## src/rtl/mem_arb_pkg.sv

```systemverilog
// Shared constants and helpers for the memory arbiter slice.
package mem_arb_pkg;

  localparam int unsigned DEF_NUM_REQ  = 4;
  localparam int unsigned DEF_DEPTH    = 8;
  localparam int unsigned DEF_BIT_SIZE = 16;

  // Upper bound on requesters; sizes the one-hot decode helper.
  localparam int unsigned MAX_REQ     = 8;
  localparam int unsigned MAX_IDX_W   = 3;

  // Index width for n requesters, never below one bit.
  function automatic int unsigned idx_w(input int unsigned n);
    return (n > 1) ? $clog2(n) : 1;
  endfunction

  localparam int unsigned REQ_IDX_W = idx_w(DEF_NUM_REQ);

  // One-hot to binary index; the input must have at most one bit set.
  function automatic logic [MAX_IDX_W-1:0] onehot_to_idx(input logic [MAX_REQ-1:0] oh);
    logic [MAX_IDX_W-1:0] idx;
    idx = '0;
    for (int unsigned i = 0; i < MAX_REQ; i++) begin
      if (oh[i]) idx = idx | MAX_IDX_W'(i);
    end
    return idx;
  endfunction

  // Increment modulo n with an explicit wrap, valid for any n.
  function automatic int unsigned next_ptr(input int unsigned idx, input int unsigned n);
    return (idx >= n - 1) ? 0 : idx + 1;
  endfunction

endpackage

```

## src/rtl/mem_arbiter_if.sv

```systemverilog
// Requester and memory-side signal bundle of the memory arbiter.
//   slave  : arbiter view (takes requests and memory read data, drives grants,
//            responses and memory control).
//   master : requester/memory environment view (the mirror image).
// Parameters must match the ones of the attached mem_arbiter.
interface mem_arbiter_if
  import mem_arb_pkg::*;
#(
  parameter int unsigned NUM_REQ  = DEF_NUM_REQ,
  parameter int unsigned DEPTH    = DEF_DEPTH,
  parameter int unsigned BIT_SIZE = DEF_BIT_SIZE
);

  logic [NUM_REQ-1:0]          req_valid;
  logic [NUM_REQ-1:0]          req_write;
  logic [NUM_REQ*DEPTH-1:0]    req_addr;
  logic [NUM_REQ*BIT_SIZE-1:0] req_wdata;
  logic [NUM_REQ-1:0]          req_ready;
  logic [NUM_REQ-1:0]          rsp_valid;
  logic [BIT_SIZE-1:0]         rsp_data;
  logic                        mem_write_enable;
  logic [DEPTH-1:0]            mem_write_addr;
  logic [BIT_SIZE-1:0]         mem_data_in;
  logic [DEPTH-1:0]            mem_read_addr;
  logic [BIT_SIZE-1:0]         mem_data_out;

  modport slave (
    input  req_valid, req_write, req_addr, req_wdata, mem_data_out,
    output req_ready, rsp_valid, rsp_data,
    output mem_write_enable, mem_write_addr, mem_data_in, mem_read_addr
  );

  modport master (
    output req_valid, req_write, req_addr, req_wdata, mem_data_out,
    input  req_ready, rsp_valid, rsp_data,
    input  mem_write_enable, mem_write_addr, mem_data_in, mem_read_addr
  );

endinterface

```

## src/rtl/rr_arbiter.sv

```systemverilog
// Round-robin arbiter: searches upward from its pointer with wrap at N-1,
// first requester found wins; pointer moves past the winner on a grant.
//   clk, rst_n  : clock, async active-low reset (pointer returns to 0)
//   req         : request vector
//   grant       : one-hot grant (combinational)
//   grant_idx   : binary index of the winner (combinational)
//   grant_valid : any grant this cycle (combinational)
module rr_arbiter
  import mem_arb_pkg::*;
#(
  parameter int unsigned N = DEF_NUM_REQ
) (
  input  logic                clk,
  input  logic                rst_n,
  input  logic [N-1:0]        req,
  output logic [N-1:0]        grant,
  output logic [idx_w(N)-1:0] grant_idx,
  output logic                grant_valid
);

  localparam int unsigned IW = idx_w(N);

  logic [IW-1:0] ptr;
  int unsigned   cand;

  // Rotating priority search starting at ptr.
  always_comb begin
    grant = '0;
    cand  = 0;
    for (int unsigned k = 0; k < N; k++) begin
      cand = 32'(ptr) + k;
      if (cand >= N) cand = cand - N;
      if ((grant == '0) && req[cand[IW-1:0]]) grant[cand[IW-1:0]] = 1'b1;
    end
  end

  assign grant_valid = |grant;
  assign grant_idx   = IW'(onehot_to_idx(MAX_REQ'(grant)));

  // Pointer register; holds when nothing is granted.
  always_ff @(posedge clk or negedge rst_n) begin
    if (!rst_n) begin
      ptr <= '0;
    end else if (grant_valid) begin
      ptr <= IW'(next_ptr(32'(grant_idx), N));
    end
  end

endmodule

```

## src/rtl/mem_arbiter.sv

```systemverilog
// Shares one dual-port memory (async read, sync write) between NUM_REQ
// requesters with independent round-robin arbitration per port.
//   clk, rst_n : clock, async active-low reset
//   bus        : mem_arbiter_if.slave -- requests/grants, one-cycle registered
//                read responses, and the memory read/write port signals
// Grants and memory controls are combinational and forced low in reset.
module mem_arbiter
  import mem_arb_pkg::*;
#(
  parameter int unsigned NUM_REQ  = DEF_NUM_REQ,
  parameter int unsigned DEPTH    = DEF_DEPTH,
  parameter int unsigned BIT_SIZE = DEF_BIT_SIZE
) (
  input  logic          clk,
  input  logic          rst_n,
  mem_arbiter_if.slave  bus
);

  localparam int unsigned IW = idx_w(NUM_REQ);

  logic [NUM_REQ-1:0]  rd_cand, wr_cand;
  logic [NUM_REQ-1:0]  rd_grant, wr_grant;
  logic [IW-1:0]       rd_idx, wr_idx;
  logic                rd_gv, wr_gv;
  logic [NUM_REQ-1:0]  rsp_valid_q;
  logic [BIT_SIZE-1:0] rsp_data_q;

  // Reset gating on the candidates keeps grants and write enable low in reset.
  assign rd_cand = bus.req_valid & ~bus.req_write & {NUM_REQ{rst_n}};
  assign wr_cand = bus.req_valid &  bus.req_write & {NUM_REQ{rst_n}};

  rr_arbiter #(.N(NUM_REQ)) u_rd_arb (
    .clk         (clk),
    .rst_n       (rst_n),
    .req         (rd_cand),
    .grant       (rd_grant),
    .grant_idx   (rd_idx),
    .grant_valid (rd_gv)
  );

  rr_arbiter #(.N(NUM_REQ)) u_wr_arb (
    .clk         (clk),
    .rst_n       (rst_n),
    .req         (wr_cand),
    .grant       (wr_grant),
    .grant_idx   (wr_idx),
    .grant_valid (wr_gv)
  );

  assign bus.req_ready = rd_grant | wr_grant;

  // Operand muxing onto the memory ports; idle ports drive zero.
  assign bus.mem_write_enable = wr_gv;
  assign bus.mem_write_addr   = wr_gv ? bus.req_addr[32'(wr_idx)*DEPTH +: DEPTH]       : '0;
  assign bus.mem_data_in      = wr_gv ? bus.req_wdata[32'(wr_idx)*BIT_SIZE +: BIT_SIZE] : '0;
  assign bus.mem_read_addr    = rd_gv ? bus.req_addr[32'(rd_idx)*DEPTH +: DEPTH]       : '0;

  // Response register: strobe for one cycle, data holds between reads.
  always_ff @(posedge clk or negedge rst_n) begin
    if (!rst_n) begin
      rsp_valid_q <= '0;
      rsp_data_q  <= '0;
    end else begin
      rsp_valid_q <= rd_grant;
      if (rd_gv) rsp_data_q <= bus.mem_data_out;
    end
  end

  assign bus.rsp_valid = rsp_valid_q;
  assign bus.rsp_data  = rsp_data_q;

endmodule

```

## src/flat_wrapper.sv

```systemverilog
// flat-port wrapper written by rule: the top's interface ports become plain ports
module mem_arbiter_flat import mem_arb_pkg::*;
#(
  parameter int unsigned NUM_REQ  = DEF_NUM_REQ,
  parameter int unsigned DEPTH    = DEF_DEPTH,
  parameter int unsigned BIT_SIZE = DEF_BIT_SIZE
)
  (clk, rst_n, bus_req_valid, bus_req_write, bus_req_addr, bus_req_wdata, bus_mem_data_out, bus_req_ready, bus_rsp_valid, bus_rsp_data, bus_mem_write_enable, bus_mem_write_addr, bus_mem_data_in, bus_mem_read_addr);
  mem_arbiter_if #(.NUM_REQ(NUM_REQ), .DEPTH(DEPTH), .BIT_SIZE(BIT_SIZE)) bus_i ();
  input  logic clk;
  input  logic rst_n;
  input wire logic [$bits(bus_i.req_valid)-1:0] bus_req_valid;
  input wire logic [$bits(bus_i.req_write)-1:0] bus_req_write;
  input wire logic [$bits(bus_i.req_addr)-1:0] bus_req_addr;
  input wire logic [$bits(bus_i.req_wdata)-1:0] bus_req_wdata;
  input wire logic [$bits(bus_i.mem_data_out)-1:0] bus_mem_data_out;
  output wire logic [$bits(bus_i.req_ready)-1:0] bus_req_ready;
  output wire logic [$bits(bus_i.rsp_valid)-1:0] bus_rsp_valid;
  output wire logic [$bits(bus_i.rsp_data)-1:0] bus_rsp_data;
  output wire logic [$bits(bus_i.mem_write_enable)-1:0] bus_mem_write_enable;
  output wire logic [$bits(bus_i.mem_write_addr)-1:0] bus_mem_write_addr;
  output wire logic [$bits(bus_i.mem_data_in)-1:0] bus_mem_data_in;
  output wire logic [$bits(bus_i.mem_read_addr)-1:0] bus_mem_read_addr;
  assign bus_i.req_valid = bus_req_valid;
  assign bus_i.req_write = bus_req_write;
  assign bus_i.req_addr = bus_req_addr;
  assign bus_i.req_wdata = bus_req_wdata;
  assign bus_i.mem_data_out = bus_mem_data_out;
  assign bus_req_ready = bus_i.req_ready;
  assign bus_rsp_valid = bus_i.rsp_valid;
  assign bus_rsp_data = bus_i.rsp_data;
  assign bus_mem_write_enable = bus_i.mem_write_enable;
  assign bus_mem_write_addr = bus_i.mem_write_addr;
  assign bus_mem_data_in = bus_i.mem_data_in;
  assign bus_mem_read_addr = bus_i.mem_read_addr;
  mem_arbiter #(.NUM_REQ(NUM_REQ), .DEPTH(DEPTH), .BIT_SIZE(BIT_SIZE)) u_core (.clk(clk), .rst_n(rst_n), .bus(bus_i));
endmodule
```

## config.mk

```make
export PLATFORM = sky130hd
export DESIGN_NAME = mem_arbiter_flat
export DESIGN_NICKNAME = d
export VERILOG_FILES = /design/src/rtl/mem_arb_pkg.sv /design/src/rtl/mem_arbiter_if.sv /design/src/rtl/rr_arbiter.sv /design/src/rtl/mem_arbiter.sv /design/src/flat_wrapper.sv
export SDC_FILE = /design/constraint.sdc
export NUM_CORES = 1
export LEC_CHECK = 0
export CORE_UTILIZATION = 45
export DETAILED_ROUTE_END_ITERATION = 10
export PLACE_DENSITY = 0.89
export SYNTH_ARGS = -nofsm -noshare
export SYNTH_HDL_FRONTEND = slang
export SYNTH_SLANG_ARGS = --single-unit
```

## constraint.sdc

```tcl
create_clock -name clk -period 17.3 [get_ports clk]
set_input_delay 5.19 -clock clk [delete_from_list [all_inputs] [get_ports clk]]
set_output_delay 5.19 -clock clk [all_outputs]
set_load 0.01 [all_outputs]
```

==> results.json, run 1 <==
{
  "cts_sinks": 24,
  "synth.top_cells.by_count": "o21ai_0 (29), a211oi_1 (28), inv_1 (26)",
  "slew_viol_final": 0,
  "ir_worst_vdd_mv": 0.165,
  "crit_slowest_cell": "a21o_1",
  "p_comb_frac": 0.868,
  "cellInternalPower_uw": 599,
  "clock-skew-final_ps": 0.999,
  "grt_pass1_wl_um": 20400,
  "drc": 0,
  "hold_buffers": 0,
  "cpPeakStageDelay_ps": 900,
  "final_cells": 672,
  "track_usage": 0.295,
  "cts_setup_buffers": 0,
  "nets": 706,
  "initial_utilization": 0.464,
  "min_path_type": "flip-flop to flip-flop",
  "synth_area_per_cell_um2": 8.59,
  "drtIter0Drc": 349,
  "maxCapViolCount": 0,
  "routed_wl_um": 12600,
  "outcome": "finished clean",
  "grt_overflow": 0,
  "cp_top_family": "compound AO/OA/AOI/OAI gates",
  "cts_htree_levels": 1,
  "core.rowCount": 32,
  "clk_pin_slew_ps": 80,
  "yosys_register_bits": 24,
  "yosysUniqueCellTypes": 79,
  "vias_per_cell": 6.38,
  "setup_viol": 0,
  "rsz0062_at_grt": "false",
  "cts_buffers": 3,
  "grt_antenna_before_repair": 1,
  "cp.arrival_ps": 9790,
  "p_sw_uw": 559,
  "globalplace.congestion": 0.937,
  "synth_top_cells_by_area": "dfrtp_1 (17%), a211oi_1 (5.9%), a221oi_1 (5.9%)",
  "yosysTopAreaCell": "dfrtp_1",
  "synth.cell_area_um2": 3580,
  "finalHoldViolations": 0,
  "synthCells": 417,
  "dieArea_um2": 8320,
  "required_ps": 12110,
  "power_frac_clock": 0.032,
  "synthArstFlopShare": 1.00,
  "vias": 4289,
  "clock_path_buffers": 2,
  "relSlewSlack": 0.251,
  "cts_resized": 0,
  "syn-num-nets": 553,
  "ys_warn_count": 0,
  "die_height_um": 91.2,
  "ant_nets": 0,
  "cpMostUsedCell": "clkdlybuf4s50_1",
  "fmax_ghz": 0.0668,
  "power_density_nw_per_um2": 215,
  "seqPwrFrac": 0.100,
  "endpoint_kind": "output pin",
  "area_delta_synth_final_pct": 50.1,
  "clock_latency_ps": 260,
  "grt_max_degree": 51,
  "yosysSeqAreaShare": 0.168,
  "critical_path_class": "primary input to output pin",
  "cp.buffers_inverters": 2,
  "tns_ps": 0,
  "cp-start-kind": "primary input",
  "worst_slew_pin_slew_ps": 1110,
  "routedWlPerCell_um": 18.7,
  "synth-edff-count": 0,
  "layout-drive-gt1-share": 0.102,
  "p_sw_frac": 0.482,
  "dr.pass1.iters": 7,
  "r2r_slack_ps": 12140,
  "root_buffer": "clkbuf_8",
  "core_um2": 7730,
  "synth_most_common_cell": "o21ai_0",
  "finalCriticalPeriod_ps": 14980,
  "hpwl_um": 9690,
  "synth_ff_type": "dfrtp_1",
  "power_leakage_nw": 2.12,
  "cp_max_fo": 37,
  "cts_tree": "yes",
  "die_w_um": 91.2,
  "grt_pass1_vias": 4138,
  "synth_top_area_frac": 0.168,
  "io-pin-count": 179,
  "portBuffers": 178,
  "cp_cell_sequence": "clkdlybuf4s50_1 -> and4b_4 -> nor4_2 -> nor2_1 -> a21oi_1 -> and4b_1 -> a21o_1 -> o21ai_0 -> a211oi_1 -> clkdlybuf4s50_1",
  "dpl.cell_count": 667,
  "period_share": 0.866
}
-- path summary, 6_finish.rpt --
path / start / end / cells past startpoint
hold reg to reg: u_core.bus.rsp_data[6] / u_core.bus.rsp_data[6] / 1
setup / recovery: bus_req_write[3] / bus_mem_read_addr[2] / 10
min in group asynchronous: rst_n / u_core.bus.rsp_data[1] / 2
hold / removal: u_core.bus.rsp_data[6] / u_core.bus.rsp_data[6] / 1
max in group asynchronous: rst_n / u_core.u_rd_arb.ptr[0] / 2
setup reg to reg: u_core.u_rd_arb.ptr[0] / u_core.bus.rsp_data[8] / 11
-- cells by family (layout without fill, tap and decap cells) --
group,after synthesis,count (layout),share of synthesized area
AO/OA/AOI/OAI,153,153,0.342
AND/OR/NAND/NOR,125,125,0.207
buffers and inverters,62,214,0.0856
multiplexers,39,39,0.149
flip-flops,24,24,0.168
adder cells (fa/ha/maj),14,14,0.0489
other,0,1,0
-- metal layers --
layer | track usage | part of all wire | wire, µm | vias up
met5 | 0 | 0 | 0 | -
met4 | 0.0728 | 0.023 | 294 | 0
met3 | 0.0561 | 0.092 | 1160 | 36
met2 | 0.532 | 0.49 | 6130 | 285
met1 | 0.361 | 0.40 | 4970 | 1996
li1 | - | - | - | 1972
-- sequential cells by signal (all words and copies together), names as in the netlist --
signal,cells
u_core.u_rd_arb.ptr,2
u_core.bus.rsp_valid,4
u_core.u_wr_arb.ptr,2
u_core.bus.rsp_data,16
-- cell usage in the layout, fill, tap and decap left out, types with 14 or more instances in the layout --
| cell type | netlist | routed |
|---|---|---|
| nand2_1 | 21 | 21 |
| dfrtp_1 | 24 | 24 |
| clkdlybuf4s50_1 | 0 | 178 |
| mux2i_1 | 16 | 16 |
| inv_1 | 26 | 26 |
| nor3_1 | 21 | 21 |
| o21ai_0 | 29 | 28 |
| a221oi_1 | 24 | 24 |
| a211oi_1 | 28 | 28 |
| ha_1 | 14 | 14 |
| nand3_1 | 19 | 19 |
-- worst reg2reg max path: cells and delay by family, from the launching register on --
kind            cells  cell delay (ps)
compound gates      3             1230
buf+inv             2              530
mux                 1              420
simple gates        4             1820
fa+ha+maj           1              420
flops               1              630
-- power by group through the flow --
stage / registers (mW) / clock network [mW] / logic (mW)
finish: 0.116 / 0.0374 / 1.00
CTS: 0.115 / 0.0377 / 0.995
global placement: 0.114 / 0 / 0.976
floorplan: 0.118 / 0 / 0.628
global route: 0.121 / 0.0404 / 1.08
detailed placement: 0.117 / 0 / 0.986
-- layout make-up --
cell class | instances | area (µm²)
antenna | 1 | 2.50
inverter | 28 | 105
clock buffer | 4 | 55.1
tap | 102 | 128
multi-input combinational | 331 | 2680
sequential | 24 | 601
fill | 609 | 2350
timing repair buffer | 182 | 1810
-- per-stage QoR --
stage                     setup slack, ps  hold WS [ps]  instance area [µm²]  utilization  power, mW
final                                2320           510                 5380        0.696       1.16
after global routing                 1960           529                 5380        0.696       1.24
after CTS                            2420           514                 5380        0.696       1.15
after detailed placement             2470           495                 5320        0.688       1.10
after global placement               2530           486                 5320        0.688       1.09
after floorplan                      4310           550                 3580            -      0.746
Power figures use the tool's default switching activity.
==> run 2: changes to the inputs <==
ABC_AREA = 1   (was default)
==> run 2 against run 1 <==
Clock-buffer cell count fell by 1. Critical path type unchanged. Hold slack got worse by 36 ps. Via count rose by 6.6%. Cell count rose by 35%. Utilization rose by 2.8 points. Wire length fell by 3.1%. Sequential share of layout area barely moved. Fmax rose by 4.3%. Synthesized cell count rose by 55%. Die area fell by 1.4%.
==> results.json, run 2 <==
{
  "outcome": "finished clean",
  "layout-drive-gt1-share": 0.0630,
  "cts_htree_levels": 1,
  "critical_path_class": "primary input to output pin",
  "globalplace.congestion": 1.02,
  "fin_ws_ps": 2940,
  "required_ps": 12110,
  "grt_antenna_before_repair": 0,
  "io-pin-count": 179,
  "core.rowCount": 31,
  "cts_setup_buffers": 0,
  "setup_viol": 0,
  "relSlewSlack": 0.655,
  "hpwl_um": 9540,
  "track_usage": 0.291,
  "nets": 946,
  "clk_pin_slew_ps": 80,
  "cp_max_fo": 39,
  "place_ws_ps": 2960,
  "worst_slew_pin_slew_ps": 513,
  "synth_top_area_frac": 0.239,
  "synth_most_common_cell": "nand2_1",
  "met3_length_um": 916,
  "clock_path_buffers": 2,
  "core_um2": 7410,
  "cts_resized": 0,
  "finalHoldViolations": 0,
  "largest_register_ffs": 16,
  "yosysTopAreaCell": "nand2_1",
  "hold_buffers": 0,
  "grt_pass1_wl_um": 19900,
  "maxCapViolCount": 0,
  "drtIter0Drc": 244,
  "routedWlPerCell_um": 13.4,
  "fillCellCount": 619,
  "tns_ps": 0,
  "cts_buffers": 3,
  "synth.top_cells.by_count": "nand2_1 (225), nor2_1 (103), inv_1 (99)",
  "synth_top_cells_by_area": "nand2_1 (24%), dfrtp_1 (17%), nor2_1 (11%)",
  "yosysSeqAreaShare": 0.170,
  "rsz0062_at_grt": "false",
  "n_antenna_cell": 0,
  "clock_latency_ps": 270,
  "cts_sinks": 24,
  "area_delta_synth_final_pct": 51.8,
  "min_path_type": "flip-flop to flip-flop",
  "clock-skew-final_ps": 10.7,
  "wl_met2_um": 5900,
  "fmax_ghz": 0.0696,
  "ant_nets": 0,
  "vias": 4574,
  "slew_viol_final": 0,
  "drc": 0,
  "final_common_cell": "nand2_1",
  "ys_warn_count": 0,
  "routed_wl_um": 12200,
  "wl_met1_um": 5040,
  "initial_utilization": 0.477,
  "cp-start-kind": "primary input",
  "maxUsedRoutingLayer": "met4",
  "die_height_um": 90.6,
  "synth_area_per_cell_um2": 5.48,
  "yosysUniqueCellTypes": 28,
  "cts_tree": "yes",
  "syn-num-nets": 781,
  "dieArea_um2": 8210,
  "dr.pass1.iters": 6,
  "yosys_register_bits": 24,
  "synthArstFlopShare": 1.00,
  "vias_per_cell": 5.04,
  "grt_max_degree": 43,
  "die_w_um": 90.6,
  "synthCells": 645,
  "endpoint_kind": "output pin",
  "root_buffer": "clkbuf_8",
  "synth.cell_area_um2": 3530,
  "final_cell_mix": "nand2_1 (225), clkdlybuf4s50_1 (178), nor2_1 (103), inv_1 (99), nand3_1 (71)",
  "grt_pass1_vias": 4430,
  "portBuffers": 178,
  "synth-edff-count": 0,
  "finalCriticalPeriod_ps": 14360,
  "grt_overflow": 0,
  "synth_ff_type": "dfrtp_1",
  "cp.arrival_ps": 9170,
  "period_share": 0.830
}
run 2: logic make-up (layout without fill, tap and decap cells):
family | after synthesis | in the layout | synth area share
adders and majority gates | 14 | 14 | 0.0496
DFF | 24 | 24 | 0.170
buffers and inverters | 127 | 291 | 0.160
and+or+nand+nor | 443 | 443 | 0.564
AOI/OAI and AO/OA | 37 | 37 | 0.0563
run 2: path summary, 6_finish.rpt:
kind	depth (start not counted)	to	start	slack, ps
max	21	bus_mem_write_addr[0]	rst_n	2940
min	2	u_core.bus.rsp_data[10]	u_core.bus.rsp_data[10]	470
max reg2reg	16	u_core.u_wr_arb.ptr[1]	u_core.u_wr_arb.ptr[0]	13820
min reg2reg	2	u_core.bus.rsp_data[10]	u_core.bus.rsp_data[10]	470
max in group asynchronous	2	u_core.bus.rsp_data[2]	rst_n	11640
min in group asynchronous	2	u_core.bus.rsp_data[7]	rst_n	5340
run 2: final cells by class:
cell class	instances	area, µm²	area share
flip-flops and latches	24	601	0.112
well taps	99	124	0.0231
repair buffers	179	1790	0.334
multi-input cells	494	2370	0.441
inverters	108	410	0.0765
clock buffers	3	41.3	0.00770
clock inverters	1	30.0	0.00560
run 2: worst max-delay path, cell delays in order:
cell,delay (ps)
clkdlybuf4s50_1,460
buf_4,380
nand3_1,120
nand2_1,100
nand3_1,100
nand2_2,140
o31ai_1,150
nand3_1,120
nand2_1,100
nor2_1,190
nand3_1,110
nand2_1,130
nor2_4,70
nand3_2,90
nand2_4,180
nor2_2,400
nand2_2,250
nor2_1,140
nor2_1,50
nor2_1,90
clkdlybuf4s50_1,580
run 2: metal layers:
layer | GRT usage | up-vias
li1 | - | 2293
met1 | 0.348 | 2033
met2 | 0.534 | 219
met3 | 0.0446 | 29
met4 | 0.0793 | 0
met5 | 0 | -
run 2: stage by stage:
stage | cells | hold slack (ps) | utilization | area (µm²)
after floorplan | 645 | 506 | - | 3530
after global placement | 904 | 453 | 0.714 | 5290
after detailed placement | 904 | 459 | 0.714 | 5290
after CTS | 908 | 477 | 0.724 | 5360
after global routing | 908 | 519 | 0.724 | 5360
final | 908 | 474 | 0.724 | 5360
Power of run 2 is left out: the tool's default activity adds up to more than one toggle a clock period on the data nets, which glitch-free logic cannot reach.
